==> src/rtl/ex_mem.sv <==
// ex_mem: execute-to-memory pipeline register with multiply-accumulate feedback state.
// Revision 1.0
`default_nettype none

module ex_mem #(
  parameter int DATA_W = 32,
  parameter int ADDR_W = 5
) (
  input  logic                clk,
  input  logic                rst,
  input  logic [5:0]          stall,
  input  logic                flush,
  input  logic [ADDR_W-1:0]   ex_wd,
  input  logic                ex_wreg,
  input  logic [DATA_W-1:0]   ex_wdata,
  input  logic                ex_whilo,
  input  logic [DATA_W-1:0]   ex_hi,
  input  logic [DATA_W-1:0]   ex_lo,
  input  logic [2*DATA_W-1:0] hilo_i,
  input  logic [1:0]          cnt_i,
  output logic [ADDR_W-1:0]   mem_wd,
  output logic                mem_wreg,
  output logic [DATA_W-1:0]   mem_wdata,
  output logic                mem_whilo,
  output logic [DATA_W-1:0]   mem_hi,
  output logic [DATA_W-1:0]   mem_lo,
  output logic [2*DATA_W-1:0] hilo_o,
  output logic [1:0]          cnt_o
);

  // Only the execute and memory stall bits affect this boundary.
  logic unused_stall;
  assign unused_stall = ^{stall[5], stall[2:0]};

  logic bubble;
  logic advance;
  assign bubble  = stall[3] && !stall[4];
  assign advance = !stall[3];

  always_ff @(posedge clk or negedge rst) begin
    if (!rst) begin
      mem_wd    <= '0;
      mem_wreg  <= 1'b0;
      mem_wdata <= '0;
      mem_whilo <= 1'b0;
      mem_hi    <= '0;
      mem_lo    <= '0;
      hilo_o    <= '0;
      cnt_o     <= 2'd0;
    end else if (flush) begin
      mem_wd    <= '0;
      mem_wreg  <= 1'b0;
      mem_wdata <= '0;
      mem_whilo <= 1'b0;
      mem_hi    <= '0;
      mem_lo    <= '0;
      hilo_o    <= '0;
      cnt_o     <= 2'd0;
    end else if (bubble) begin
      // NOP into memory, but keep the first-cycle madd/msub result alive.
      mem_wd    <= '0;
      mem_wreg  <= 1'b0;
      mem_wdata <= '0;
      mem_whilo <= 1'b0;
      mem_hi    <= '0;
      mem_lo    <= '0;
      hilo_o    <= hilo_i;
      cnt_o     <= cnt_i;
    end else if (advance) begin
      mem_wd    <= ex_wd;
      mem_wreg  <= ex_wreg;
      mem_wdata <= ex_wdata;
      mem_whilo <= ex_whilo;
      mem_hi    <= ex_hi;
      mem_lo    <= ex_lo;
      hilo_o    <= '0;
      cnt_o     <= 2'd0;
    end
  end

endmodule

`default_nettype wire
==> config.mk <==
export PLATFORM = sky130hd
export DESIGN_NAME = ex_mem
export DESIGN_NICKNAME = d
export VERILOG_FILES = /design/src/rtl/ex_mem.sv
export SDC_FILE = /design/constraint.sdc
export NUM_CORES = 1
export LEC_CHECK = 0
export CAP_MARGIN = 20
export CORE_AREA = 2 2 134 136
export DETAILED_ROUTE_END_ITERATION = 10
export DIE_AREA = 0 0 136 138
export PLACE_DENSITY = 0.84
export SLEW_MARGIN = 20
export SYNTH_ARGS = -nofsm -noshare
export SYNTH_HDL_FRONTEND = slang
export SYNTH_SLANG_ARGS = --single-unit
==> constraint.sdc <==
create_clock -name clk -period 0.95 [get_ports clk]
set_clock_uncertainty 0.05 [all_clocks]
set_input_delay 0.19 -clock clk [delete_from_list [all_inputs] [get_ports clk]]
set_output_delay 0.19 -clock clk [all_outputs]
set_load 0.01 [all_outputs]
==> impl_metrics.ini, run 1 <==
[worst_setup_path]
critPathArrivalTime_ns = 0.98
crit_type = register to primary output
critPathCaptureType = primary output
r2r_cells = 4
cp_top_family = flip-flops
crit_buf_inv = 1
cp_cell_sequence = buf_2
path_max_fanout = 2
slowest_stage = dfrtp_1
max_stage_delay_ns = 0.40
startpoint = mem_wdata[5]
cp.depth = 1
crit_path_start_kind = register
r2r-start = hilo_o[55]
crit_required_ns = 0.71

[logic_synthesis]
synth_top_area_cell = dfrtp_1
synth_top_cell_area_share = 0.619
ys.flop_type = dfrtp_1
synthCells = 582
synth_edf_count = 0
synth_nets = 760
yosys-top-cells-count = dfrtp_1 (169), mux2i_1 (66), nor2_1 (66)
synth.area.top_cells = dfrtp_1 (62%), mux2i_1 (9.7%), a32o_1 (6.3%)
yosys_warnings = 0
synth_seq_cells = 169
syn_avg_cell_area_um2 = 11.7
netlist_area_um2 = 6830
yosysUniqueCellTypes = 13
yosysSeqAreaShare = 0.619
async_reset_ff_frac = 1.00
post-synth-top-count-cell = dfrtp_1

[min_path]
whs_path_depth = 3
min_from = stall[4]
min_path_type = primary input to register

[cts]
cts.sinks = 169
path_clk_slew_ns = 0.06
cts_buffer_depth = 2
cts_tree = yes
numCtsBuffers = 17
cts_root_buf = clkbuf_16
insertion_delay_ns = 0.42
htree_levels = 4

[grt]
grt_pass1_wl_um = 36400
first_global_vias = 6727
grt.overflow.total = 0
antenna_found_initial = 0
grt_max_degree = 45
grt_usage = 0.248

[detailed_routing]
routedWlPerCell_um = 18.5
vias = 6559
drt_iter0_markers = 330
drtPass1Iterations = 5
drc_errors = 0
drt-vias-per-instance = 5.04
drt-total-wl_um = 24100
ant_nets = 0

[finish]
fin_cells = 1302
layout-drive-gt1-share = 0.371
multi_input_area_um2 = 2420
register_area_um2 = 4230
syn_to_final_growth_pct = 77.0
layout.nets = 1238
nFillCells = 1278
num_antenna_cells = 0

[power]
leakage_nw = 6.01
powerDensity_nw_per_um2 = 1460
irDropWorstVdd_v = 0.00118

[timing]
setup_slack_ns = -0.267
rsz0062_at_grt = yes
worstMarginPinSlew_ns = 0.365
finalSetupViolCount = 188
fin_crit_ns = 1.22
drv_slew = 0
period_share = 1.28
max_freq_mhz = 822
slew_headroom = 0.757
hold_violations = 0

[placement]
place.gp.congestion = 0.806
dp_hpwl_um = 16500
dp_cells = 1192
port_buffers = 342
preCtsSetupSlack_ns = -0.242

[die]
die_h_um = 138
initial_core_util = 0.390
die_area_um2 = 18800
ios = 347
core_area_um2 = 17500
num_rows = 49
die_x_um = 136

[run]
max-cap-violations = 0

[outcome]
violations = negative setup slack
status = complete, but fails checks
## state kept, by name, indices dropped and copies added (netlist names)
register   cells
mem_hi        32
mem_wdata     32
mem_wreg       1
mem_whilo      1
cnt_o          2
mem_lo        32
hilo_o        64
mem_wd         5
## layer usage
metal | up-vias | part of all wire | GRT usage
li1 | 2993 | - | -
met1 | 3240 | 0.38 | 0.297
met2 | 260 | 0.52 | 0.420
met3 | 66 | 0.058 | 0.0561
met4 | 0 | 0.040 | 0.121
met5 | - | 0 | 0
## report_power, final
| part | leakage, nW | switching (W) | internal [W] |
|---|---|---|---|
| sequential | 2.28 | 0.000195 | 0.00749 |
| clock | 0.281 | 0.00298 | 0.00397 |
| combinational | 3.44 | 0.00125 | 0.00175 |
## final timing paths
check,to,slack (ns)
max in group asynchronous,mem_hi[29],0.21
min,mem_lo[8],0.05
max reg2reg,hilo_o[55],-0.11
min in group asynchronous,mem_lo[3],0.14
min reg2reg,hilo_o[17],0.48
max,mem_wdata[5],-0.27
## cell families (layout without fill, tap and decap cells)
logic type | count (synthesis) | count (layout) | synth area share
AND/OR/NAND/NOR | 189 | 189 | 0.138
buffers and inverters | 55 | 546 | 0.0392
AO/OA/AOI/OAI | 103 | 103 | 0.107
multiplexers | 66 | 66 | 0.0967
flip-flops | 169 | 169 | 0.619
## layout by cell type, fill, tap and decap left out, drive strengths merged
| cell type | count |
|---|---|
| a21oi | 60 |
| a32o | 43 |
| buf | 343 |
| bufinv | 2 |
| clkbuf | 19 |
| clkdlybuf4s50 | 169 |
| clkinv | 4 |
| clkinvlp | 3 |
| dfrtp | 169 |
| dlygate4sd3 | 2 |
| inv | 4 |
| mux2i | 66 |
| nand2b | 61 |
| nand3 | 60 |
| nor2 | 67 |
| nor2b | 1 |
## final cells by class
cell class                 instances  area share
clock buffer                      19      0.0366
tap                              229      0.0237
multi-input combinational        358       0.201
sequential                       169       0.350
clock inverter                    13      0.0117
timing repair buffer             514       0.378
## timing repair
item | 4_1_cts | 5_1_grt
cloned | 0 | 0
pin swaps | 12 | 33
endpoints found under the hold margin | 170 | 0
resized for setup | 748 | 67
setup buffers | 50 | 53
setup endpoints to repair | 170 | 195
hold buffers | 2 | 0
## through the flow
step           instance area, um^2  setup TNS, ns  hold WS [ns]   util  power, W
2_1_floorplan                 6940          -1.15        -0.156      -   0.00872
3_3_place_gp                 11100         -51.74        0.0237  0.635    0.0106
3_5_place_dp                 11100         -54.79        0.0151  0.635    0.0107
5_1_grt                      12100         -47.58        0.0286  0.690    0.0183
4_1_cts                      11600         -42.59        0.0456  0.663    0.0176
6_report                     12100         -40.94        0.0453  0.690    0.0176
Power figures use the tool's default switching activity.
==> inputs of run 2 (changes only) <==
--- a/config.mk
+++ b/config.mk
@@ -5,7 +5,7 @@
 export SDC_FILE = /design/constraint.sdc
 export NUM_CORES = 1
 export LEC_CHECK = 0
-export CAP_MARGIN = 20
+export CAP_MARGIN = 25
 export CORE_AREA = 2 2 134 136
 export DETAILED_ROUTE_END_ITERATION = 10
 export DIE_AREA = 0 0 136 138
==> results of run 2 <==
Same layout as run 1: the final DEF is identical, and so are final timing and power.
